File: config.mk
export PLATFORM = sky130hd
export DESIGN_NAME = tt_um_serial_adder
export DESIGN_NICKNAME = d
export VERILOG_FILES = /design/src/rtl/tt_um_serial_adder.sv
export SDC_FILE = /design/constraint.sdc
export NUM_CORES = 1
export LEC_CHECK = 0
export ABC_AREA = 1
export CORE_UTILIZATION = 35
export CTS_BUF_LIST = sky130_fd_sc_hd__clkbuf_16
export CTS_CLUSTER_SIZE = 14
export DETAILED_ROUTE_END_ITERATION = 8
export PLACE_DENSITY = 0.55
export SYNTH_ARGS = -nofsm -noshare
export SYNTH_HDL_FRONTEND = slang
export SYNTH_SLANG_ARGS = --single-unit
File: constraint.sdc
create_clock -name clk -period 1.3 [get_ports clk]
set_input_delay 0.195 -clock clk [delete_from_list [all_inputs] [get_ports clk]]
set_output_delay 0.195 -clock clk [all_outputs]
set_load 0.05 [all_outputs]
File: src/rtl/tt_um_serial_adder.sv
// Bit-serial adder/subtractor tile: WIDTH-bit operands summed LSB-first through
// one full-adder cell and a carry flop, with add, subtract and accumulate modes.
module tt_um_serial_adder #(
  parameter int WIDTH = 8
) (
  input  logic [7:0] ui_in,
  output logic [7:0] uo_out,
  input  logic [7:0] uio_in,
  output logic [7:0] uio_out,
  output logic [7:0] uio_oe,
  input  logic       ena,
  input  logic       clk,
  input  logic       rst_n
);

  localparam int CW = $clog2(WIDTH + 1);

  typedef enum logic [1:0] {
    ST_IDLE = 2'd0,
    ST_RUN  = 2'd1,
    ST_DONE = 2'd2
  } state_t;

  // Handshake: start is a level sampled on every enabled edge in IDLE/DONE; busy
  // is high for exactly WIDTH enabled edges; done holds with R/flag until the
  // next start or load. start and loads seen while busy are dropped, not queued.

  state_t           state_q, state_d;
  logic [WIDTH-1:0] a_q, a_d;
  logic [WIDTH-1:0] b_q, b_d;
  logic [WIDTH-1:0] sa_q, sa_d;
  logic [WIDTH-1:0] sb_q, sb_d;
  logic [WIDTH-1:0] s_q, s_d;
  logic [WIDTH-1:0] r_q, r_d;
  logic [CW-1:0]    cnt_q, cnt_d;
  logic             c_q, c_d;
  logic             f_q, f_d;
  logic             m_q, m_d;

  logic             load_a, load_b, start, sub, acc;
  logic [WIDTH-1:0] operand;
  logic             sum_bit;
  logic             cout;
  logic             last_step;
  logic [WIDTH-1:0] s_shift;
  logic             unused_ok;

  assign load_a  = uio_in[0];
  assign load_b  = uio_in[1];
  assign start   = uio_in[2];
  assign sub     = uio_in[3];
  assign acc     = uio_in[4];
  assign operand = ui_in[WIDTH-1:0];

  // Bits of the buses that carry no meaning for this tile.
  assign unused_ok = &{1'b0, ui_in, uio_in[7:5]};

  assign sum_bit   = sa_q[0] ^ sb_q[0] ^ c_q;
  assign cout      = (sa_q[0] & sb_q[0]) | (sa_q[0] & c_q) | (sb_q[0] & c_q);
  assign last_step = (cnt_q == CW'(WIDTH - 1));

  // New sum bit enters at the MSB so that after WIDTH steps S holds the LSB at bit 0.
  generate
    if (WIDTH == 1) begin : g_shift_w1
      assign s_shift = sum_bit;
    end else begin : g_shift_wn
      assign s_shift = {sum_bit, s_q[WIDTH-1:1]};
    end
  endgenerate

  always_ff @(posedge clk or negedge rst_n) begin
    if (!rst_n) begin
      state_q <= ST_IDLE;
      a_q     <= '0;
      b_q     <= '0;
      sa_q    <= '0;
      sb_q    <= '0;
      s_q     <= '0;
      r_q     <= '0;
      cnt_q   <= '0;
      c_q     <= 1'b0;
      f_q     <= 1'b0;
      m_q     <= 1'b0;
    end else begin
      state_q <= state_d;
      a_q     <= a_d;
      b_q     <= b_d;
      sa_q    <= sa_d;
      sb_q    <= sb_d;
      s_q     <= s_d;
      r_q     <= r_d;
      cnt_q   <= cnt_d;
      c_q     <= c_d;
      f_q     <= f_d;
      m_q     <= m_d;
    end
  end

  always_comb begin
    state_d = state_q;
    a_d     = a_q;
    b_d     = b_q;
    sa_d    = sa_q;
    sb_d    = sb_q;
    s_d     = s_q;
    r_d     = r_q;
    cnt_d   = cnt_q;
    c_d     = c_q;
    f_d     = f_q;
    m_d     = m_q;

    if (ena) begin
      case (state_q)
        ST_IDLE, ST_DONE: begin
          if (start) begin
            // Subtract is A + ~B + 1: invert B and seed the carry with 1.
            sa_d    = acc ? r_q : a_q;
            sb_d    = sub ? ~b_q : b_q;
            c_d     = sub;
            m_d     = sub;
            cnt_d   = '0;
            s_d     = '0;
            state_d = ST_RUN;
          end else begin
            if (load_a) a_d = operand;
            if (load_b) b_d = operand;
            if ((state_q == ST_DONE) && (load_a || load_b)) state_d = ST_IDLE;
          end
        end

        ST_RUN: begin
          c_d   = cout;
          sa_d  = sa_q >> 1;
          sb_d  = sb_q >> 1;
          s_d   = s_shift;
          cnt_d = cnt_q + 1'b1;
          if (last_step) begin
            // In subtract mode a missing carry-out means a borrow.
            r_d     = s_shift;
            f_d     = m_q ? ~cout : cout;
            state_d = ST_DONE;
          end
        end

        default: state_d = ST_IDLE;
      endcase
    end
  end

  assign uo_out  = 8'(r_q);
  assign uio_out = {f_q, (state_q == ST_DONE), (state_q == ST_RUN), 5'b0_0000};
  assign uio_oe  = 8'b1110_0000;

endmodule

---- Word-level counts from Yosys, hierarchy flattened ----
Cells that the tools add are included.
operators by class
  shift operators ......................... 0
  bitwise logic cells ..................... 10
  mux-type cells .......................... 17
  $mul .................................... 0
  $lt $le $gt $ge ......................... 0
  reductions and logical operators ........ 11
  equal/unequal tests ..................... 6
  add/subtract/negate cells ............... 1
  divide/modulo/power cells ............... 0
operators with widths
  kind                                                    count
  one-hot mux 8 bit (2 select lines)                      3
  two-way mux 8 bit                                       5
  AND reduction 3 bit                                     4
  NOT 8 bit                                               1
  one-hot mux 4 bit (2 select lines)                      1
  AND reduction 4 bit                                     2
  two-way mux 2 bit                                       3
  adder 4 x 1 -> 4 bit (second input constant)            1
  == test 4 x 3 -> 1 bit (second input constant)          1
  two-way mux 4 bit                                       1
  one-hot mux 2 bit (2 select lines)                      1
  bitwise AND 1 bit                                       3
  inequality test 3 bit (second input constant)           1
  == test 2 x 1 -> 1 bit (second input constant)          1
  == test 2 bit (second input constant)                   1
  logical NOT 2 bit                                       1
  two-way mux 1 bit                                       2
  inequality test 2 x 1 -> 1 bit (second input constant)  1
  inequality test 2 bit (second input constant)           1
  NOT 1 bit                                               2
  bitwise OR 1 bit                                        2
  one-hot mux 1 bit (2 select lines)                      1
  nonzero test 2 bit                                      1
  OR reduction 2 bit                                      1
  3 further kinds                                         4
word-level totals
  input bits .............................. 19
  register bits after elaboration ......... 57
  word-level logic and storage cells ...... 56
  bits in latches ......................... 0
  output and inout bits ................... 24
  memory bits (writable) .................. 0
  ROM bits ................................ 0
  memories kept ........................... 0

---- Longest topological paths before layout ----
Gate-level depths: netlist (run 1).
  depth in word-level cells ............... 5
  depth in mapped cells ................... 7
  mapped depth without buffers ............ 7

---- Least setup slack after synthesis (run 1) ----
OpenSTA, ideal clock, no wires.
  path type ............................... register -> register
  start ................................... reg state_q[1]
  end ..................................... reg sb_q[2]
  clock period less this slack ............ 1.343 ns
  required time ........................... 1.174 ns
  data arrival time ....................... 1.217 ns
  slack ................................... -0.043 ns
  cell stages (with the launch flop) ...... 7
  setup time .............................. 0.126 ns
  buffers on the path ..................... 0
  path through ............................ dfrtp_1 > inv_1 > nand2_1 > inv_1 > nand2_1 > nand3_1 > o21ai_0
on the way
  elaborated cells between the ends (all ways) .. 8
  classes of those cells .................. 3 x eq/ne; 1 x mux; 4 x reduce/logical
RTL lines
  element                        line  source
  start: declaration             28    state_t state_q, state_d;
  start signal: assignment       85    state_q <= state_d;
  == test 2 x 1 -> 1 bit *       --
  net uio_out[5]                 9     output logic [7:0] uio_out,
  nonzero test 2 bit (no line)   --
  AND reduction 3 bit (no line)  --
  end signal: assignment         77    sb_q <= '0;
  end signal: assignment         89    sb_q <= sb_d;
  end: declaration               32    logic [WIDTH-1:0] sb_q, sb_d;
The timed path passes the listed nets; every way through them passes the cells marked *.
A chain may end at the register's enable or synchronous reset.

---- Worst setup path in the final report (run 1) ----
  start ................................... reg state_q[0]
  end ..................................... out uio_out[6]
on the way
  longest elaborated chain between the ends .. 1
ends and longest elaborated chain
  element           line  source
  == test 2 bit     151   assign uio_out = {f_q, (state_q == ST_DONE), (state_q == ST_RUN), 5'b0_0000};
  end: declaration  9
Every way passes these cells.

==> results.sh, run 1 <==
export IMPL_cts_made_buffers=5
export IMPL_gpl_final_weighted_congestion=0.771
export IMPL_overflow=0
export IMPL_post_synth_cell_types=25
export IMPL_finalHoldViolations=0
export IMPL_grt_pass1_wl_um=9760
export IMPL_fmaxAchievable_mhz=755
export IMPL_path_buf_inv=1
export IMPL_cts_path_max_buffers=2
export IMPL_total_of_flip_flops_plus_latches_after_synthesis=56
export IMPL_area_delta_synth_final_pct=35.3
export IMPL_max_cap_viol_count=0
export IMPL_synth_area_leaders="dfrtp_1 52%, nand2_1 12%, inv_1 5.0%"
export IMPL_synth_async_sr_flop_share_pct=100
export IMPL_drt_iter0_drc=96
export IMPL_die_w_um=89.8
export IMPL_io_buffer_count=26
export IMPL_regToRegStartpoint="cnt_q[1]$_DFFE_PN0P_"
export IMPL_swShare_pct=37.3
export IMPL_vias=2085
export IMPL_cp_slowest_stage_delay_ps=460
export IMPL_timing_critical_path_max_delay_family="flip-flops"
export IMPL_cp_cell_sequence="nor2_1 -> buf_12"
export IMPL_diode_count=0
export IMPL_clock_tree_from_tritoncts="done"
export IMPL_fill_cells=703
export IMPL_synth_largest_area_cell="dfrtp_1"
export IMPL_fin_ws_ps=-25.0
export IMPL_dp_final_hpwl_um=3900
export IMPL_relative_contribution_of_the_clock_network_to_total_power_pct=19.4
export IMPL_antenna_left=0
export IMPL_power_density_mw_per_mm2=2150
export IMPL_power_report_internal_total_mw=4.92
export IMPL_ff2ff_setup_slack_ps=-20
export IMPL_cp_required_ps=1110
export IMPL_clk_pin_slew_worst_paths_ps=70
export IMPL_clock_skew_ps=5.39
export IMPL_netlist_area_mm2=0.00270
export IMPL_ys_flop_type="dfrtp_1"
export IMPL_worstHoldPathType="in2async"
export IMPL_drt_pass1_iterations=4
export IMPL_result_of_the_run="finished, violations left"
export IMPL_routed_via_count_divided_by_cell_count=4.57
export IMPL_class_of_the_most_critical_setup_path="reg2out"
export IMPL_register_area_mm2=0.00140
export IMPL_maxSlewViolCount=0
export IMPL_layout_worst_path_cycle_share_pct=102
export IMPL_worstSetupEndpointType="primary output"
export IMPL_r2r_end="uo_out[4]$_DFFE_PN0P_"
export IMPL_critical_path_slowest_cell="dfrtp_2"
export IMPL_die_h_um=89.8
export IMPL_wire_per_inst_um=12.7
export IMPL_route_final_wire_length_um=5790
export IMPL_synth_seq_area_share_pct=51.9
export IMPL_cts_root_buffer_cell="clkbuf_16"
export IMPL_starting_density_pct=36.6
export IMPL_number_of_enable_flip_flop_cells_after_synthesis=0
export IMPL_worst_r2r_path_depth=6
export IMPL_fin_worst_hold_slack_ps=423
export IMPL_report_power_total_mw=7.84
export IMPL_critical_path_peak_fanout=6
export IMPL_area_of_the_multi_input_gates_mm2=0.00113
export IMPL_finish_net_count=377
export IMPL_final_min_clock_period_ps=1320
export IMPL_io_pins=43
export IMPL_final_setup_viol_count=11
export IMPL_grt_pass1_vias=2011
export IMPL_coreArea_mm2=0.00737
export IMPL_antenna_found_initial=0
export IMPL_syn_avg_cell_area_um2=8.71
export IMPL_worst_ir_drop_vdd_mv=0.951
export IMPL_synthCells=310
export IMPL_yosysTopAreaCellShare_pct=51.9
export IMPL_yosys_warnings=0
export IMPL_worst_skew_pair_late_latency_ps=290
export IMPL_power_frac_seq_pct=37.9
export IMPL_cts_max_level=2
export IMPL_grt_setup_unrepaired="yes"
export IMPL_violations_in_the_final_reports="setup timing"
export IMPL_post_route_drc_count=0
export IMPL_die_area_mm2=0.00807
export IMPL_power_leakage_nw=1.73
export IMPL_grt_max_degree=57
export IMPL_critical_path_arrival_ps=1130
export IMPL_grt_util_all_layers_pct=15.2
export IMPL_total_switching_power_mw=2.92
export IMPL_cp_start_kind="flip-flop"
export IMPL_final_layout_size_suffix_gt1_share_pct=25.8
export IMPL_core_rowCount=31
export IMPL_combinationalPowerShare_pct=42.7
export IMPL_cts_sinks=56
==> per-stage QoR <==
stage,utilization (%),TNS [ps],std cells,cell area [um2],setup slack (ps)
6_report,49.5,-195,456,3650,-25.0
3_5_place_dp,43.9,-8410,437,3230,-236
2_1_floorplan,-,0,321,2750,6.17
4_1_cts,47.9,-65.6,452,3530,-40.2
3_3_place_gp,43.9,-7770,437,3230,-200
5_1_grt,49.5,-1070,456,3650,-78.0
==> synthesized netlist by cell type, types with 2 or more instances <==
cell       n
inv_1     36
o211ai_1   8
clkbuf_1   5
buf_4     16
o21ai_2    9
dfrtp_1   56
o21ai_0   23
nor2_1     5
conb_1     2
nand2_1   89
xnor2_1    7
buf_6      3
nand3_1   21
or2_2     10
buf_2      2
o22ai_1    9
==> logic make-up after synthesis <==
| kind of cell | Yosys count | synth area share, % |
|---|---|---|
| and+or+nand+nor | 129 | 20.5 |
| xor gates and xnor gates | 7 | 2.27 |
| buffers and inverters | 64 | 12.1 |
| AOI/OAI and AO/OA | 50 | 11.7 |
| DFF | 56 | 51.9 |
| adders and majority gates | 2 | 1.21 |
| other | 2 | 0.278 |
==> per-layer routing <==
metal / vias to the layer above / GRT usage, % / wire (um)
met5: - / 0 / 0
met4: 0 / 3.83 / 71
met3: 8 / 3.38 / 160
met2: 32 / 24.2 / 2830
met1: 999 / 21.1 / 2730
li1: 1046 / - / -
==> sequential cells by signal, summed over array words and instances (netlist names), 2 cells and up <==
register / cells
uo_out: 8
sa_q: 8
s_q: 7
sb_q: 8
a_q: 8
cnt_q: 4
state_q: 2
b_q: 8
==> area by class of cell <==
cell class                      instances  share of cell area (%)
Sequential cell                        56                    38.4
Timing Repair Buffer                   55                    18.6
Tap cell                               99                    3.39
Clock inverter                          3                    1.17
Inverter                               37                    3.98
Multi-Input combinational cell        201                    31.0
Clock buffer                            5                    3.43
==> cells in the final DEF (no fill, tap or decap), types with 2 or more instances in the layout <==
cell / instances
o22ai_1: 9
buf_4: 21
clkinvlp_4: 2
xnor2_1: 6
nand2_4: 10
nand3_1: 19
nand2_1: 78
o21ai_0: 22
dfrtp_1: 55
inv_2: 2
or2_2: 10
o21ai_2: 9
nor2_1: 5
clkdlybuf4s50_1: 14
clkbuf_16: 5
inv_1: 33
nand2_2: 2
buf_12: 15
conb_1: 13
nand3_2: 2
buf_16: 2
o211ai_1: 8
==> repair_timing <==
action                     4_1_cts  5_1_grt
gates cloned                     2        0
pin swaps                        5        6
hold endpoints to repair        56        0
hold buffers                     1        0
buffers inserted                 4        4
setup endpoints to repair       14       35
resized for setup               10       27
==> power groups by stage <==
stage,clock network (mW),registers (mW),logic (mW)
2_1_floorplan,0,2.96,2.00
3_3_place_gp,0,2.92,3.02
3_5_place_dp,0,2.94,3.07
4_1_cts,1.57,2.94,3.22
5_1_grt,1.63,3.05,3.75
6_report,1.52,2.97,3.35
==> worst max-delay path by stage <==
stage | slack, ps | start | end | cells past startpoint
final | -20 | state_q[0]$_DFFE_PN0P_ | uio_out[6] | 2
after global routing | -80 | cnt_q[0]$_DFFE_PN0P_ | uo_out[3]$_DFFE_PN0P_ | 6
after global placement | -200 | ena | cnt_q[0]$_DFFE_PN0P_ | 7
after detailed placement | -240 | ena | cnt_q[0]$_DFFE_PN0P_ | 7
after floorplan | 6 | state_q[0]$_DFFE_PN0P_ | state_q[0]$_DFFE_PN0P_ | 6
after CTS | -40 | state_q[0]$_DFFE_PN0P_ | uio_out[6] | 2
==> tightest hold or removal path: cells and delay by family <==
| family | cells | cell delay, ps |
|---|---|---|
| buf+inv | 3 | 920 |
(Power assumes the default switching activity.)
==> run 2, diff against run 1 <==
Settings changed: CTS_BUF_LIST sky130_fd_sc_hd__clkbuf_16 to not set.
==> run 2 against run 1 <==
Against the previous run: the flow still finishes with violations (setup timing); flip-flop and latch count did not move; power fell by 7.5%; sequential share of layout area grew 2.6 points; wire length shrank 4.6%; global-route usage decreased by 0.59 points; critical path type unchanged; largest cell class unchanged; largest power group unchanged; highest routed layer unchanged.
==> results.sh, run 2 (synthesized netlist as in run 1, its figures left out) <==
export IMPL_overflow=0
export IMPL_worst_skew_pair_late_latency_ps=310
export IMPL_die_w_um=89.8
export IMPL_post_route_drc_count=0
export IMPL_timing_critical_path_max_delay_family="flip-flops"
export IMPL_final_layout_size_suffix_gt1_share_pct=21.6
export IMPL_io_pins=43
export IMPL_drt_iter0_drc=89
export IMPL_antenna_found_initial=0
export IMPL_cp_cell_sequence="nand2_4 -> clkinvlp_4 -> buf_12"
export IMPL_wire_per_inst_um=12.3
export IMPL_cts_path_max_buffers=2
export IMPL_worstHoldPathType="in2async"
export IMPL_place_detailed_instances=437
export IMPL_cp_start_kind="flip-flop"
export IMPL_io_buffer_count=26
export IMPL_final_setup_viol_count=10
export IMPL_result_of_the_run="finished, violations left"
export IMPL_finalInstanceArea_mm2=0.00342
export IMPL_power_density_mw_per_mm2=2120
export IMPL_gpl_final_weighted_congestion=0.771
export IMPL_dp_final_hpwl_um=3900
export IMPL_worstSetupEndpointType="primary output"
export IMPL_critical_path_peak_fanout=6
export IMPL_clock_tree_from_tritoncts="done"
export IMPL_setup_total_negative_slack_ps=-218
export IMPL_grt_util_all_layers_pct=14.6
export IMPL_fmaxAchievable_mhz=740
export IMPL_critical_path_slowest_cell="dfrtp_2"
export IMPL_layout_cells_most_common_list="88 x nand2_1, 55 x dfrtp_1, 33 x inv_1"
export IMPL_critical_path_arrival_ps=1160
export IMPL_worst_r2r_path_depth=6
export IMPL_violations_in_the_final_reports="setup timing"
export IMPL_place_ws_ps=-236
export IMPL_antenna_left=0
export IMPL_class_of_the_most_critical_setup_path="reg2out"
export IMPL_layout_commonest_cell="nand2_1"
export IMPL_max_cap_viol_count=0
export IMPL_stdcell_count=451
export IMPL_fin_worst_hold_slack_ps=393
export IMPL_cts_sinks=56
export IMPL_routed_via_count_divided_by_cell_count=4.45
export IMPL_finish_net_count=372
export IMPL_grt_pass1_wl_um=9460
export IMPL_cts_max_level=2
export IMPL_coreArea_mm2=0.00737
export IMPL_drt_pass1_iterations=4
export IMPL_core_rowCount=31
export IMPL_final_core_util_pct=46.4
export IMPL_grt_setup_unrepaired="yes"
export IMPL_finalHoldViolations=0
export IMPL_clock_skew_ps=9.97
export IMPL_grt_pass1_vias=1956
export IMPL_report_power_total_mw=7.25
export IMPL_cp_slowest_stage_delay_ps=470
export IMPL_maxSlewViolCount=0
export IMPL_starting_density_pct=36.6
export IMPL_area_delta_synth_final_pct=26.8
export IMPL_power_leakage_nw=1.65
export IMPL_clk_pin_slew_worst_paths_ps=100
export IMPL_worst_ir_drop_vdd_mv=0.730
export IMPL_cts_root_buffer_cell="clkbuf_8"
export IMPL_cp_num_cells=3
export IMPL_path_buf_inv=2
export IMPL_grt_max_degree=57
export IMPL_die_h_um=89.8
export IMPL_cp_required_ps=1110
export IMPL_fin_ws_ps=-51.7
export IMPL_vias=2008
export IMPL_diode_count=0
export IMPL_final_min_clock_period_ps=1350
export IMPL_die_area_mm2=0.00807
export IMPL_dpl_cell_area_mm2=0.00323
export IMPL_route_final_wire_length_um=5530
export IMPL_layout_worst_path_cycle_share_pct=104
export IMPL_cts_made_buffers=5
[run 2: cell types whose count changed in the layout (fill, tap and decap cells not counted), sizes merged]
| cell | change |
|---|---|
| buf | -5 |
[run 2: final cells by class]
type,instances,area (um2)
Inverter,37,148
Sequential cell,56,1400
Fill cell,743,3950
Timing Repair Buffer,50,602
Clock buffer,5,68.8
Multi-Input combinational cell,201,1030
Clock inverter,3,42.5
Tap cell,99,124
[run 2: worst paths after layout]
kind,end,start,slack [ps]
min reg2reg,sa_q[2]$_DFFE_PN0P_,sa_q[2]$_DFFE_PN0P_,480
max in group asynchronous,b_q[5]$_DFFE_PN0P_,rst_n,640
max reg2reg,f_q$_DFFE_PN0P_,state_q[0]$_DFFE_PN0P_,-30
max,uio_out[5],state_q[0]$_DFFE_PN0P_,-50
min,uo_out[4]$_DFFE_PN0P_,rst_n,390
min in group clk,b_q[5]$_DFFE_PN0P_,ui_in[5],470
[run 2: worst reg2reg max path: cells and delay by family (launching register included)]
family,cells,cell delay [ps]
buf+inv,2,300
compound gates,1,50
flops,1,440
simple gates,3,440
[run 2: power breakdown]
part,switching [mW],total [mW],internal (mW)
sequential,0.451,2.90,2.45
clock,0.578,1.15,0.571
combinational,1.76,3.20,1.44
total,2.79,7.25,4.46
[run 2: layer usage]
layer	track usage, %	share of wire, %	up-vias
li1	-	-	1027
met1	20.5	48	948
met2	23.1	49	26
met3	2.88	2.6	7
met4	3.69	1.0	0
met5	0	0	-
[run 2: what timing repair did]
action,CTS,global route
pin swaps,2,2
endpoints found under the setup margin,16,37
hold endpoints to repair,56,0
hold buffers,1,0
setup buffers,3,2
resized for setup,8,4
==> run 3, diff against run 2 <==
Settings changed: SLEW_MARGIN set to 20.
==> results of run 3 <==
Same layout as run 2: the final DEF is identical, and so are final timing and power.
